File: src/rtl/ifu_pkg.sv
// Shared fetch-unit definitions: FSM state encoding, reset PC and fetch constants.
package ifu_pkg;

  typedef enum logic [1:0] {
    IDLE = 2'd0,
    REQ  = 2'd1,
    WAIT = 2'd2,
    HOLD = 2'd3
  } fetch_state_t;

  // Must match the PC register's own reset value.
  localparam logic [63:0] RESET_PC = 64'h0000_0000_8000_0000;
  localparam int unsigned PC_STEP  = 4;
  localparam logic [31:0] NOP      = 32'h0000_0013;

endpackage

File: src/rtl/ifu_fetch.sv
// Instruction fetch unit: one outstanding imem read, registered hand-off to decode,
// sole writer of the PC register (sequential advance and execute redirects).
module ifu_fetch #(
  parameter int unsigned XLEN    = 64,
  parameter int unsigned ILEN    = 32,
  parameter int unsigned PC_STEP = ifu_pkg::PC_STEP
) (
  input  logic                 clock,
  input  logic                 reset,
  input  logic [XLEN-1:0]      pc,
  output logic                 pc_wen,
  output logic [XLEN-1:0]      pc_wdata,
  output logic                 imem_req_valid,
  input  logic                 imem_req_ready,
  output logic [XLEN-1:0]      imem_req_addr,
  input  logic                 imem_rsp_valid,
  input  logic [ILEN-1:0]      imem_rsp_data,
  input  logic                 imem_rsp_err,
  output logic                 inst_valid,
  input  logic                 inst_ready,
  output logic [ILEN-1:0]      inst,
  output logic [XLEN-1:0]      inst_pc,
  output logic                 inst_err,
  input  logic                 redirect_valid,
  input  logic [XLEN-1:0]      redirect_pc,
  output ifu_pkg::fetch_state_t dbg_state
);
  import ifu_pkg::*;

  // Handshakes: a transfer happens on a rising clock edge where valid && ready.
  // imem_req_valid may drop without a transfer only when a redirect withdraws it;
  // inst_valid stays high with stable inst/inst_pc/inst_err until taken or redirected.

  fetch_state_t        state_q, state_d;
  logic                kill_q, kill_d;
  logic [ILEN-1:0]     inst_q, inst_d;
  logic [XLEN-1:0]     inst_pc_q, inst_pc_d;
  logic                inst_err_q, inst_err_d;
  logic [XLEN-1:0]     redirect_target;
  logic [XLEN-1:0]     pc_next_seq;

  assign redirect_target = {redirect_pc[XLEN-1:2], 2'b00};
  assign pc_next_seq     = pc + XLEN'(PC_STEP);

  always_ff @(posedge clock) begin
    if (reset) begin
      state_q    <= IDLE;
      kill_q     <= 1'b0;
      inst_q     <= '0;
      inst_pc_q  <= '0;
      inst_err_q <= 1'b0;
    end else begin
      state_q    <= state_d;
      kill_q     <= kill_d;
      inst_q     <= inst_d;
      inst_pc_q  <= inst_pc_d;
      inst_err_q <= inst_err_d;
    end
  end

  always_comb begin
    state_d        = state_q;
    kill_d         = kill_q;
    inst_d         = inst_q;
    inst_pc_d      = inst_pc_q;
    inst_err_d     = inst_err_q;
    pc_wen         = 1'b0;
    pc_wdata       = '0;
    imem_req_valid = 1'b0;
    imem_req_addr  = '0;
    inst_valid     = 1'b0;

    case (state_q)
      IDLE: begin
        state_d = REQ;
      end

      REQ: begin
        imem_req_valid = 1'b1;
        imem_req_addr  = pc;
        if (redirect_valid) begin
          pc_wen   = 1'b1;
          pc_wdata = redirect_target;
        end
        if (imem_req_ready) begin
          state_d = WAIT;
          // An accepted request that was already overtaken by a redirect is dead.
          kill_d  = redirect_valid;
        end
      end

      WAIT: begin
        if (redirect_valid) begin
          pc_wen   = 1'b1;
          pc_wdata = redirect_target;
        end
        if (imem_rsp_valid) begin
          kill_d = 1'b0;
          if (!kill_q && !redirect_valid) begin
            inst_d     = imem_rsp_data;
            inst_pc_d  = pc;
            inst_err_d = imem_rsp_err;
            pc_wen     = 1'b1;
            pc_wdata   = pc_next_seq;
            state_d    = HOLD;
          end else begin
            state_d = REQ;
          end
        end else if (redirect_valid) begin
          kill_d = 1'b1;
        end
      end

      HOLD: begin
        inst_valid = 1'b1;
        if (redirect_valid) begin
          pc_wen   = 1'b1;
          pc_wdata = redirect_target;
          state_d  = REQ;
        end else if (inst_ready) begin
          state_d = REQ;
        end
      end

      default: begin
        state_d = IDLE;
      end
    endcase
  end

  assign inst      = inst_q;
  assign inst_pc   = inst_pc_q;
  assign inst_err  = inst_err_q;
  assign dbg_state = state_q;

endmodule

File: config.mk
export PLATFORM = sky130hd
export DESIGN_NAME = ifu_fetch
export DESIGN_NICKNAME = d
export VERILOG_FILES = /design/src/rtl/ifu_pkg.sv /design/src/rtl/ifu_fetch.sv
export SDC_FILE = /design/constraint.sdc
export NUM_CORES = 1
export LEC_CHECK = 0
export BUFFER_PORTS_ARGS = -buffer_cell sky130_fd_sc_hd__buf_2
export CAP_MARGIN = 10
export CORE_AREA = 2 2 152 154
export DETAILED_ROUTE_END_ITERATION = 16
export DIE_AREA = 0 0 154 156
export GPL_TIMING_DRIVEN = 0
export PLACE_DENSITY_LB_ADDON = 0.12
export SYNTH_ARGS = -nofsm -noshare
export SYNTH_HDL_FRONTEND = slang
export SYNTH_SLANG_ARGS = --single-unit
export TNS_END_PERCENT = 30
File: constraint.sdc
create_clock -name clock -period 2.9 [get_ports clock]
set_input_delay 0.29 -clock clock [delete_from_list [all_inputs] [get_ports clock]]
set_output_delay 0.29 -clock clock [all_outputs]
set_load 0.01 [all_outputs]
==> impl_results.rst, run 1 <==
.. list-table::
   :header-rows: 1

   * - Metric
     - Value
   * - Power Density
     - 407 mW/mm²
   * - Post-synthesis cell type count
     - 44
   * - Utilization of the core after routing
     - 0.389
   * - Pre-Repair DR Iteration Count
     - 4
   * - Placeable Area
     - 0.0224 mm²
   * - Proportion of synthesized area in mux cells
     - 0.00358
   * - Kind of start point of the critical path
     - primary input
   * - Maximum resistive drop on vdd
     - 0.274 mV
   * - Final #Nets
     - ~1400
   * - Die height
     - about 160 µm
   * - Required time worst endpoint
     - 2.61 ns
   * - PortBufs
     - 392
   * - Fraction of layout instances using a drive strength above 1
     - 0.352
   * - Leakage power summed over all cells
     - a little over 4 nW
   * - Ranking of synthesized cells by area
     - dfxtp_1 (34%), nand2_1 (17%), a21oi_1 (8.8%), and2_1 (7.4%), xor2_1 (7.2%)
   * - Fmax
     - ~0.36 GHz
   * - Synthesized instance count
     - about 860
   * - Cell accounting for the most synthesized area
     - dfxtp_1
   * - Reg clk slew, reported paths
     - around 0.09 ns
   * - Share of the synthesized area in compound gates (AO/OA/AOI/OAI)
     - 0.153
   * - Global placement routability congestion
     - about 0.81
   * - Predominant post-synthesis flop cell
     - dfxtp_1
   * - Number of CTS-inserted buffers
     - 9
   * - Cell with the most instances after synthesis
     - nand2_1
   * - Width of the chip
     - between 150 and 200 µm
   * - Register area share after synthesis
     - 0.337
   * - Slew Limit Fails
     - 0
   * - I/O Pins
     - around 400
   * - Synth-to-layout area growth
     - 46.6%
   * - Number of levels the H-tree was split into
     - 3
   * - Slack of the worst reg-to-reg path
     - 0.63 ns
   * - Overall power of the completed layout
     - between 3 and 4 mW
   * - Result of the run
     - finished, final reports clean
   * - Most frequent cells after synthesis
     - nand2_1 (273), a21oi_1 (105), dfxtp_1 (100), and2_1 (70), clkbuf_1 (51)
   * - Number of endpoints failing setup at the final stage
     - 0
   * - Post-DR vias/cell
     - roughly 4.7
   * - First-pass GRT wire length
     - about 42000 µm
   * - # Max-Cap Violations
     - 0
   * - Worst hold slack after final layout
     - 0.149 ns
   * - Shortest clock period the worst path allows after layout
     - 2.79 ns
   * - Clock Sink Count
     - 100
   * - Worst-Skew Late Latency
     - between 0.3 and 0.4 ns
   * - Root buffer cell
     - clkbuf_16
   * - Start-to-end type of the worst setup path
     - in2out
   * - Remaining Overflow, GRT
     - 0
   * - Clock tree from TritonCTS
     - done
   * - Min-delay worst type
     - in2reg
   * - Number of flops mapped to enable cells by yosys
     - 0
   * - Number of endpoints with negative hold slack in the final report
     - 0
   * - Headroom to the max-slew limit
     - 0.431
   * - Die area
     - around 0.024 mm²
   * - Post-synthesis share of cell area spent on full adders, half adders and majority gates
     - 0.0126
   * - Overall routed net length
     - 28500 µm
   * - Count of hold-fix buffers inserted at cts
     - 0
   * - Xor-xnor portion of the synthesized cell area
     - 0.0841
   * - Fin crit share
     - 0.964
   * - Number of antenna violations at the first check in global routing
     - 3
   * - Largest clock skew in the final design
     - 0.0134 ns
   * - Yosys reg bits
     - 100
   * - Post-synth net total
     - roughly 1000
   * - Vias in the first global route
     - just over 7000
   * - Buffer levels on the longest clock path
     - 2
   * - Crit end category
     - output port
   * - Share of synthesized flip-flops with an asynchronous set or reset
     - 0
   * - Starting density of the core
     - 0.266
   * - Signal arrival time at the worst endpoint
     - 2.50 ns
   * - Total vias in the final route
     - about 7400
   * - Synthesized area
     - around 0.0059 mm²
   * - Fraction of the mapped netlist area in simple logic gates
     - 0.369
   * - Overall fraction of global-route tracks in use
     - 0.231
   * - Unrepaired setup endpoints after global routing
     - yes
   * - Maximum fanout count along the critical path
     - 6
   * - Estimated wirelength of the detail-placed design
     - ~22000 µm
   * - Least-Margin Pin Slew
     - 0.854 ns
   * - WL/cell
     - ~18 µm
   * - YS warnings
     - 0
   * - Final antenna-violating net count
     - 0
   * - Synth top area share
     - 0.337
   * - Largest family of logic cells by synthesized area
     - simple AND/OR/NAND/NOR gates
   * - Detailed-route DRC error count
     - 0
   * - Maximum number of pins on one net before global-route repair
     - 22
   * - Standard-cell rows
     - 55
   * - Drt first-iter violations
     - around 350
   * - Average cell area after synthesis
     - slightly below 7 µm²
## report_power, final
part / switching, mW / total (mW) / internal (mW)
registers: 0.0139 / 1.40 / 1.39
clock network: 0.652 / 1.27 / 0.620
logic: 0.527 / 0.870 / 0.343
total: 1.19 / 3.55 / 2.35
## cell type report
class                           count  area [µm²]
Antenna cell                        2        5.00
Inverter                            6        22.5
Fill cell                        2522       13700
Multi-Input combinational cell    702        3760
Tap cell                          285         357
Clock inverter                      7        86.3
Buffer                             54         246
Clock buffer                        9         225
Timing Repair Buffer              397        2000
Sequential cell                   100        2000
## critical path: stages
cell	delay, ns
buf_2	0.17
nand4_2	0.18
or4_4	0.65
nor3_4	0.34
nand4_1	0.26
mux2i_1	0.20
nor4_1	0.22
buf_2	0.19
## path summary, 6_finish.rpt
| kind | start | to | cells past startpoint |
|---|---|---|---|
| setup / recovery | pc[23] | pc_wdata[60] | 8 |
| hold / removal | imem_rsp_data[19] | inst[19] | 3 |
| setup reg to reg | dbg_state[0] | inst_pc[32] | 8 |
| hold reg to reg | inst_pc[25] | inst_pc[25] | 2 |
## repair_timing
| item | CTS | global route |
|---|---|---|
| setup endpoints to repair | 110 | 58 |
| pin swaps | 2 | 1 |
| setup buffers | 3 | 2 |
| hold endpoints to repair | 0 | 0 |
| gates cloned | 0 | 0 |
| gates resized for setup | 25 | 15 |
## stage by stage
stage	worst slack [ns]	std cells	area, µm²	TNS [ns]
after floorplan	0.488	864	5940	0
after global placement	-0.333	1541	8260	-3.77
after detailed placement	-0.355	1541	8260	-4.14
after CTS	-0.0158	1558	8650	-0.0218
after global routing	-0.0946	1560	8700	-0.165
final	0.105	1562	8710	0
## metal layers
layer / GRT usage / vias up / wire (µm)
li1: - / 3698 / -
met3: 0.0547 / 15 / 2330
met4: 0.0481 / 2 / 280
met2: 0.417 / 286 / 14000
met5: 0 / - / 13
met1: 0.279 / 3378 / 11800
## logic make-up (layout without fill, tap and decap cells)
| logic type | count (synthesis) | in the layout |
|---|---|---|
| AND/OR/NAND/NOR | 466 | 466 |
| AO/OA/AOI/OAI | 171 | 171 |
| flip-flops | 100 | 100 |
| buffers and inverters | 62 | 473 |
| XOR/XNOR | 57 | 57 |
| adder cells (fa/ha/maj) | 6 | 6 |
| multiplexers | 2 | 2 |
| other | 0 | 2 |
## layout by cell type, fill, tap and decap left out, drive strengths merged, types with 4 or more instances in the layout
master  instances
nand2b          5
a22oi           6
a21oi         105
nand4          18
or3             4
xnor2           8
and2           71
clkbuf         57
nor3            9
o21ai          51
inv             8
xor2           49
clkinv          5
and3           12
dfxtp         100
nand3          35
nor2           24
buf           403
and4            5
ha              6
nor4            4
nand2         273
## state kept, by name (all words and copies together), names as in the netlist
signal     count
dbg_state      2
inst          32
inst_err       1
inst_pc       64
kill_q         1
Power figures use the tool's default switching activity.
==> inputs of run 2 (changes only) <==
--- a/config.mk
+++ b/config.mk
@@ -11,7 +11,7 @@
 export DETAILED_ROUTE_END_ITERATION = 16
 export DIE_AREA = 0 0 154 156
 export GPL_TIMING_DRIVEN = 0
-export PLACE_DENSITY_LB_ADDON = 0.12
+export PLACE_DENSITY = 0.58
 export SYNTH_ARGS = -nofsm -noshare
 export SYNTH_HDL_FRONTEND = slang
 export SYNTH_SLANG_ARGS = --single-unit
==> run 2 against run 1 <==
Compared with the run above:
- cell area is 0.93% higher
- sequential power hardly changed
- die area stayed put
- final cell count rose by 0.58%
- critical path depth up 2
- worst setup slack got worse by 0.0058 ns
- sequential share of layout area is 0.20 points lower
- combinational power up 0.8%
- clock-buffer cell count stayed put
- fmax is 0.21% lower
- critical path type unchanged
==> impl_results.rst, run 2 (synthesis results as in run 1) <==
.. list-table::
   :header-rows: 1

   * - Metric
     - Value
   * - Result of the run
     - finished, final reports clean
   * - Final worst-path setup slack
     - 0.0992 ns (-0.00581 ns)
   * - Clock tree from TritonCTS
     - done
   * - Overall power of the completed layout
     - 3.56 mW (+0.43%)
   * - Multi-input combinational cell area
     - 0.00378 mm² (+0.50%)
   * - PortBufs
     - 392 (unchanged)
   * - Fmax
     - 0.357 GHz (-0.21%)
   * - Min-delay worst type
     - in2reg
   * - WL/cell
     - 18.3 µm (+0.60%)
   * - Die area
     - 0.0240 mm² (unchanged)
   * - Maximum resistive drop on vdd
     - 0.233 mV (-15%)
   * - Commonest non-fill, non-tap cells in the layout
     - buf_2 (391), nand2_1 (272), a21oi_1 (105), dfxtp_1 (98), and2_1 (70)
   * - Synth-to-layout area growth
     - 48.0%
   * - Die height
     - 156 µm (unchanged)
   * - Largest clock skew in the final design
     - 0.0109 ns (-0.00243 ns)
   * - Total vias in the final route
     - 7406 (+0.37%)
   * - Start-to-end type of the worst setup path
     - in2out
   * - Drt first-iter violations
     - 275 (-22%)
   * - Starting density of the core
     - 0.266 (unchanged)
   * - Origin of the critical flop-to-flop path
     - dbg_state[0]
   * - Signal arrival time at the worst endpoint
     - 2.51 ns (about the same)
   * - Slack of the worst reg-to-reg path
     - 0.67 ns (+0.04 ns)
   * - Hold Path Stages
     - 3 (unchanged)
   * - Least-Margin Pin Slew
     - 0.931 ns (+0.0771 ns)
   * - Power Density
     - 405 mW/mm² (-0.50%)
   * - Required time worst endpoint
     - 2.61 ns (about the same)
   * - Leakage power summed over all cells
     - 4.07 nW (+0.70%)
   * - Worst-Skew Late Latency
     - 0.37 ns (about the same)
   * - Number of endpoints failing setup at the final stage
     - 0 (unchanged)
   * - Number of antenna violations at the first check in global routing
     - 3 (unchanged)
   * - Shortest clock period the worst path allows after layout
     - 2.80 ns (+0.00581 ns)
   * - Worst setup slack after placement
     - -0.289 ns (+0.0652 ns)
   * - FF/Latch Area
     - 0.00200 mm² (about the same)
   * - Overall fraction of global-route tracks in use
     - 0.230 (-0.000987)
   * - Crit Reg-Reg Endpoint
     - inst_pc[35]
   * - Cell count of the worst reg-to-reg path
     - 8 (unchanged)
   * - Total placed cells including tap cells
     - 1541 (unchanged)
   * - Fin crit share
     - 0.966 (+0.00200)
   * - Number of endpoints with negative hold slack in the final report
     - 0 (unchanged)
   * - Final #Nets
     - 1451 (+0.55%)
   * - Clock Sink Count
     - 100 (unchanged)
   * - # Max-Cap Violations
     - 0 (unchanged)
   * - Detailed-route DRC error count
     - 0 (unchanged)
   * - Utilization of the core after routing
     - 0.393 (+0.00364)
   * - Remaining Overflow, GRT
     - 0 (unchanged)
   * - Width of the chip
     - 154 µm (unchanged)
   * - Maximum number of pins on one net before global-route repair
     - 21 (-4.5%)
   * - Number of flip-flops in the largest register
     - 64 (unchanged)
   * - Maximum fanout count along the critical path
     - 6 (unchanged)
   * - Global placement routability congestion
     - 0.825 (+2.1%)
   * - Vias in the first global route
     - 7008 (-0.83%)
   * - Number of CTS-inserted buffers
     - 9 (unchanged)
   * - Root buffer cell
     - clkbuf_16
   * - First-pass GRT wire length
     - 41900 µm (-0.51%)
   * - Layout Cells excl Fill
     - 1571 (+0.58%)
   * - Kind of start point of the critical path
     - primary input
   * - Post-DR vias/cell
     - 4.71 (-0.21%)
   * - Slew Limit Fails
     - 0 (unchanged)
   * - Reg clk slew, reported paths
     - 0.09 ns (about the same)
   * - Headroom to the max-slew limit
     - 0.380 (-0.0514)
   * - End of the worst hold path
     - inst[2]
   * - Crit end category
     - output port
   * - Overall routed net length
     - 28800 µm (+1.2%)
   * - Estimated wirelength of the detail-placed design
     - 22600 µm (+0.92%)
   * - I/O Pins
     - 397 (unchanged)
   * - Pre-Repair DR Iteration Count
     - 4 (unchanged)
   * - Commonest non-fill, non-tap cell in the layout
     - buf_2
   * - Fillcell total
     - 2476 (-1.8%)
   * - Number of levels the H-tree was split into
     - 3 (unchanged)
   * - Unrepaired setup endpoints after global routing
     - yes
   * - Buffer levels on the longest clock path
     - 2 (unchanged)
   * - Standard-cell rows
     - 55 (unchanged)
   * - Placeable Area
     - 0.0224 mm² (unchanged)
   * - Fraction of layout instances using a drive strength above 1
     - 0.360 (+0.00794)
   * - Launch instance of the worst min-delay path
     - imem_rsp_data[2]
   * - Final antenna-violating net count
     - 0 (unchanged)
run 2: cell count changes in the layout (fill, tap and decap cells not counted), sizes merged:
| cell | previous run | this run |
|---|---|---|
| clkinv | 5 | 4 |
| clkbuf | 57 | 58 |
| diode | 2 | 3 |
| inv | 8 | 9 |
| buf | 403 | 410 |
run 2: area by class of cell:
| cell class | instances | share of cell area |
|---|---|---|
| Buffer | 54 | 0.0279 |
| Multi-Input combinational cell | 702 | 0.430 |
| Timing Repair Buffer | 405 | 0.235 |
| Tap cell | 285 | 0.0406 |
| Antenna cell | 3 | 0.000854 |
| Clock inverter | 7 | 0.00897 |
| Clock buffer | 9 | 0.0256 |
| Sequential cell | 100 | 0.228 |
| Inverter | 6 | 0.00256 |
run 2: worst max-delay path, stage by stage:
cell and delay, ns:
buf_2 0.17, nand4_4 0.14, or4_4 0.66, nor4_4 0.30
buf_4 0.19, clkbuf_4 0.19, nand3_1 0.10, xor2_1 0.16
o21ai_1 0.15, buf_2 0.16
run 2: metrics by stage:
| step | hold WS [ns] | setup TNS, ns | cell area [µm²] |
|---|---|---|---|
| 2_1_floorplan | 0.426 | 0 | 5940 |
| 3_3_place_gp | 0.439 | -4.31 | 8260 |
| 3_5_place_dp | 0.443 | -5.64 | 8260 |
| 4_1_cts | 0.139 | -0.0318 | 8660 |
| 5_1_grt | 0.141 | -0.0200 | 8790 |
| 6_report | 0.147 | 0 | 8790 |
run 2: timing repair:
action	CTS	global route
hold buffers	0	0
setup endpoints to repair	110	49
gates resized for setup	30	23
endpoints found under the hold margin	0	0
pin swaps	1	4
setup buffers	4	8
cloned	0	1
run 2: where the power goes:
| part | internal [mW] | switching, mW | leakage [nW] | total [mW] |
|---|---|---|---|---|
| combinational | 0.346 | 0.531 | 3.11 | 0.877 |
| sequential | 1.39 | 0.0142 | 0.807 | 1.41 |
| clock | 0.616 | 0.664 | 0.148 | 1.28 |
| total | 2.35 | 1.21 | 4.07 | 3.56 |
run 2: layer usage:
layer	up-vias	global-route usage	part of all wire
li1	3702	-	-
met1	3400	0.286	0.43
met2	280	0.406	0.49
met3	22	0.0514	0.066
met4	2	0.0503	0.011
met5	-	0	0.00045
run 2: worst max path at each step:
| stage | endpoint | slack (ns) | from | cells after the start |
|---|---|---|---|---|
| 6_report | pc_wdata[35] | 0.1 | pc[23] | 10 |
| 5_1_grt | pc_wdata[62] | -0.006 | pc[2] | 11 |
| 4_1_cts | pc_wdata[52] | -0.02 | pc[24] | 8 |
| 3_5_place_dp | pc_wdata[25] | -0.29 | dbg_state[1] | 8 |
| 3_3_place_gp | pc_wdata[25] | -0.27 | dbg_state[1] | 8 |
| 2_1_floorplan | pc_wdata[62] | 0.49 | dbg_state[0] | 9 |
